**config.mk**
```make
export PLATFORM = sky130hd
export DESIGN_NAME = alu_rr_scheduler
export DESIGN_NICKNAME = d
export VERILOG_FILES = /design/src/rtl/alu_rr_scheduler.sv
export SDC_FILE = /design/constraint.sdc
export NUM_CORES = 1
export LEC_CHECK = 0
export BUFFER_PORTS_ARGS = -buffer_cell sky130_fd_sc_hd__buf_2
export CORE_MARGIN = 4
export CORE_UTILIZATION = 46
export CTS_BUF_LIST = sky130_fd_sc_hd__clkbuf_4 sky130_fd_sc_hd__clkbuf_8 sky130_fd_sc_hd__clkbuf_16
export CTS_CLUSTER_SIZE = 12
export DETAILED_ROUTE_END_ITERATION = 10
export PLACE_DENSITY = 0.86
export SYNTH_ARGS = -nofsm -noshare
export SYNTH_HDL_FRONTEND = slang
export SYNTH_SLANG_ARGS = --single-unit
```
**constraint.sdc**
```tcl
create_clock -name clk -period 5.28 [get_ports clk]
set_input_delay 0.528 -clock clk [delete_from_list [all_inputs] [get_ports clk]]
set_output_delay 0.528 -clock clk [all_outputs]
set_load 0.02 [all_outputs]
```
**src/rtl/alu_rr_scheduler.sv**
```systemverilog
// Round-robin scheduler that time-shares one combinational 8-bit ALU among NREQ
// requesters and returns each result, tagged with the requester ID, over a valid/ready channel.
module alu_rr_scheduler #(
    parameter int NREQ = 4,
    parameter int IDW  = 2
) (
    input  logic              clk,
    input  logic              rst,
    input  logic [NREQ-1:0]   req_valid,
    input  logic [8*NREQ-1:0] req_a,
    input  logic [8*NREQ-1:0] req_b,
    input  logic [2*NREQ-1:0] req_op,
    output logic [NREQ-1:0]   req_ready,
    output logic [7:0]        alu_a,
    output logic [7:0]        alu_b,
    output logic [1:0]        alu_op,
    input  logic [7:0]        alu_result,
    output logic              rsp_valid,
    output logic [7:0]        rsp_data,
    output logic [IDW-1:0]    rsp_id,
    input  logic              rsp_ready,
    output logic              busy
);

    typedef enum logic [1:0] {
        IDLE = 2'd0,
        EXEC = 2'd1,
        RESP = 2'd2
    } state_t;

    state_t r_state;
    state_t w_next;

    logic [IDW-1:0]  r_ptr;
    logic [7:0]      r_alu_a;
    logic [7:0]      r_alu_b;
    logic [1:0]      r_alu_op;
    logic [7:0]      r_rsp_data;
    logic [IDW-1:0]  r_rsp_id;

    logic            w_hi_any;
    logic [IDW-1:0]  w_hi_id;
    logic            w_lo_any;
    logic [IDW-1:0]  w_lo_id;
    logic            w_grant_any;
    logic [IDW-1:0]  w_grant_id;
    logic            w_accept;
    logic [IDW-1:0]  w_ptr_next;
    logic [7:0]      w_sel_a;
    logic [7:0]      w_sel_b;
    logic [1:0]      w_sel_op;
    logic [NREQ-1:0] w_req_ready;

    // Two priority passes: lowest requester at or above the pointer wins,
    // otherwise the lowest requester overall (the wrap-around part of the ring).
    always_comb begin
        w_hi_any = 1'b0;
        w_hi_id  = '0;
        w_lo_any = 1'b0;
        w_lo_id  = '0;
        for (int i = NREQ - 1; i >= 0; i--) begin
            if (req_valid[i]) begin
                w_lo_any = 1'b1;
                w_lo_id  = IDW'(i);
                if (IDW'(i) >= r_ptr) begin
                    w_hi_any = 1'b1;
                    w_hi_id  = IDW'(i);
                end
            end
        end
        w_grant_any = w_lo_any;
        w_grant_id  = w_hi_any ? w_hi_id : w_lo_id;
    end

    assign w_accept   = (r_state == IDLE) && w_grant_any && !rst;
    assign w_ptr_next = (w_grant_id == IDW'(NREQ - 1)) ? '0 : w_grant_id + IDW'(1);

    always_comb begin
        w_sel_a     = '0;
        w_sel_b     = '0;
        w_sel_op    = '0;
        w_req_ready = '0;
        for (int i = 0; i < NREQ; i++) begin
            if (w_grant_id == IDW'(i)) begin
                w_sel_a        = req_a[i*8 +: 8];
                w_sel_b        = req_b[i*8 +: 8];
                w_sel_op       = req_op[i*2 +: 2];
                w_req_ready[i] = w_accept;
            end
        end
    end

    always_ff @(posedge clk or posedge rst) begin
        if (rst) begin
            r_state <= IDLE;
        end else begin
            r_state <= w_next;
        end
    end

    always_comb begin
        w_next = r_state;
        case (r_state)
            IDLE:    if (w_accept) w_next = EXEC;
            EXEC:    w_next = RESP;
            RESP:    if (rsp_ready) w_next = IDLE;
            default: w_next = IDLE;
        endcase
    end

    // Operands are latched on the accept edge and held until the next accept,
    // so the ALU inputs only move when a new operation starts.
    always_ff @(posedge clk or posedge rst) begin
        if (rst) begin
            r_ptr      <= '0;
            r_alu_a    <= '0;
            r_alu_b    <= '0;
            r_alu_op   <= '0;
            r_rsp_id   <= '0;
            r_rsp_data <= '0;
        end else begin
            if (w_accept) begin
                r_ptr    <= w_ptr_next;
                r_alu_a  <= w_sel_a;
                r_alu_b  <= w_sel_b;
                r_alu_op <= w_sel_op;
                r_rsp_id <= w_grant_id;
            end
            if (r_state == EXEC) begin
                r_rsp_data <= alu_result;
            end
        end
    end

    assign req_ready = w_req_ready;
    assign alu_a     = r_alu_a;
    assign alu_b     = r_alu_b;
    assign alu_op    = r_alu_op;
    assign rsp_valid = (r_state == RESP);
    assign rsp_data  = r_rsp_data;
    assign rsp_id    = r_rsp_id;
    assign busy      = (r_state != IDLE);

endmodule

```
==> flow_summary.json <==
{
  "place_area_sq_um": 2476,
  "yosysMostFrequentCell": "dfrtp_1",
  "arrival_ps": 3600,
  "via_per_inst": 5.295,
  "switchingPower_uw": 655.6,
  "stdcell_count": 366,
  "max_freq_mhz": 293.3,
  "ys_ff_latch": 32,
  "vias": 1938,
  "clk_latency_ps": 270,
  "intPower_uw": 839.2,
  "detail_route.iter0.violations": 76,
  "first_global_vias": 1844,
  "synth_area_per_cell_sq_um": 9.396,
  "ys.warnings.count": 0,
  "crit_chain": "buf_2 -> nand2b_1 -> nor3b_1 -> o22ai_1 -> inv_1 -> ha_1 -> nor2b_1 -> a221oi_1 -> a211o_1 -> a31oi_1",
  "combPwrFrac": 0.578,
  "hold_viol_final": 0,
  "ys_seq_area_frac": 0.4219,
  "postCtsSetupBuffers": 0,
  "tns_ps": 0,
  "peakVddDrop_mv": 0.2651,
  "p_sw_frac": 0.4386,
  "fin_nets": 406,
  "finalClockSkew_ps": 8.558,
  "cts_buffer_depth": 2,
  "synth_cell_types": 26,
  "grt_pass1_wl_um": 8148,
  "gp_congestion": 0.7993,
  "remaining_drc_errors": 0,
  "cap_viol_max_count": 0,
  "ant_nets": 0,
  "min_path_type": "primary input to async pin",
  "drive_gt1_frac": 0.4557,
  "post-route-period-util": 0.6457,
  "dp_hpwl_um": 3827,
  "die_y_um": 72.24,
  "synth_top_cells_by_count": "dfrtp_1 (32), inv_1 (24), nor2_1 (19)",
  "io_pins": 121,
  "cts.sinks": 32,
  "relSlewSlack": 0.1669,
  "cts_hold_buf": 0,
  "cts_made_buffers": 5,
  "rrSetupSlack_ps": 1880,
  "cellPowerDensity_nw_per_um2": 580.8,
  "wl_um": 5040,
  "worstPathMaxFanout": 21,
  "post_drt_wl_per_cell_um": 13.77,
  "io_buffers": 120,
  "clock-root-buffer": "clkbuf_8",
  "syn_nets": 293,
  "yosys.area.top_type_share": 0.4219,
  "cp-end-kind": "flop",
  "totalPowerFinal_mw": 1.495,
  "postLayoutCellArea_sq_um": 2574,
  "synth_edf_count": 0,
  "hold-worst-slack_ps": 355.3,
  "rows": 23,
  "rsz0062_at_grt": "false",
  "antenna_cells": 0,
  "required_ps": 5470,
  "core_sq_um": 4000,
  "post-route-min-period_ps": 3409,
  "setup_viol": 0,
  "syn-cell-area_sq_um": 1898,
  "grt_max_degree": 46,
  "die_area_sq_um": 5218,
  "cts_tree": "done",
  "first_pass_iters": 5,
  "pwr-share-clk": 0.131,
  "synthArstFlopShare": 1.000,
  "syn_inst": 202,
  "cp-start-kind": "primary input",
  "cts_max_level": 2,
  "p_leak_nw": 1.344,
  "outcome": "complete, no violations",
  "place_inst": 358,
  "ys.flop_type": "dfrtp_1",
  "critPathMaxStageDelay_ps": 1050,
  "seqPwrFrac": 0.291,
  "cp_slowest_cell": "nor2b_1",
  "finalMaxSlewViolations": 0,
  "start_util": 0.4745,
  "cts_resized": 0,
  "cts.clk_slew.worst_paths_ps": 70,
  "yosys-top-cells-area": "dfrtp_1 (42%), a211o_1 (7.8%), a221oi_1 (7.8%)",
  "yosysTopAreaCell": "dfrtp_1",
  "die_w_um": 72.24,
  "antenna_found_initial": 0,
  "tightestPinTransition_ps": 1247,
  "crit_type": "primary input to flop",
  "syn_to_final_growth_pct": 35.60,
  "grt.overflow.total": 0,
  "gr-usage-all-layers": 0.1965
}
-- per-layer routing --
layer  share of wire  GRT usage  vias up
li1                -          -      944
met1            0.39     0.2381      892
met4           0.011    0.07098        0
met3            0.11    0.05817        6
met2            0.49     0.3306       96
met5               0          0        -
-- power groups by stage --
| stage | clock (mW) | combinational [mW] | sequential [mW] |
|---|---|---|---|
| 2_1_floorplan | 0 | 0.520 | 0.572 |
| 3_3_place_gp | 0 | 0.848 | 0.436 |
| 3_5_place_dp | 0 | 0.868 | 0.440 |
| 4_1_cts | 0.204 | 0.870 | 0.436 |
| 5_1_grt | 0.217 | 0.949 | 0.453 |
| 6_report | 0.196 | 0.863 | 0.435 |
-- stage by stage --
stage          utilization  setup WS [ps]
2_1_floorplan            -           2820
3_3_place_gp        0.6190           1736
3_5_place_dp        0.6190           1539
4_1_cts             0.6434           1836
5_1_grt             0.6434           1583
6_report            0.6434           1871
-- layout make-up --
type                    count  area (sq um)
fillers                   344          1426
clock buffers               7         90.09
well taps                  50         62.56
multi-input cells         129         899.6
clock inverters             1         7.507
flip-flops and latches     32         800.8
repair buffers            123         623.1
inverters                  24         90.09
-- cells in the final DEF, fill, tap and decap left out, types with 2 or more instances in the layout --
master,Yosys,final
buf_2,2,120
dfrtp_1,32,32
inv_1,24,24
nor2_1,19,19
nand2_1,18,18
a221oi_1,17,17
a211o_1,17,17
a31oi_1,17,17
mux2_2,10,10
clkbuf_8,0,6
a21oi_1,4,4
nor2b_1,4,4
and2_1,4,4
ha_1,4,4
nand2b_1,3,3
buf_4,3,3
mux2i_1,2,2
o21ai_0,2,2
nor3b_1,2,2
-- state kept, by name, summed over array words and instances (netlist names) --
name	cells
alu_a	8
alu_b	8
rsp_id	2
rsp_data	8
r_state	2
r_ptr	2
alu_op	2
-- path summary, 6_finish.rpt --
kind,startpoint,to,cells after the start
min in group clk,rsp_ready,r_state[1],2
worst max-delay path,req_valid[1],alu_a[4],10
max in group asynchronous,rst,alu_b[6],3
worst min-delay path,rst,r_state[1],3
worst max register to register,r_ptr[0],alu_a[4],9
worst min register to register,rsp_data[6],rsp_data[6],1
-- cells by family after synthesis --
| logic type | share of synthesized area |
|---|---|
| AOI/OAI and AO/OA | 0.2406 |
| adders and majority gates | 0.02637 |
| buffers and inverters | 0.1042 |
| DFF | 0.4219 |
| muxes | 0.06988 |
| and+or+nand+nor | 0.1371 |
-- worst max-delay path: cells and delay by family --
kind                     cells  cell delay (ps)
AO/OA/AOI/OAI                4             1000
adder cells (fa/ha/maj)      1              470
buffers and inverters        2              240
AND/OR/NAND/NOR              3             1340
No activity file was read; power rests on OpenSTA's default activity.
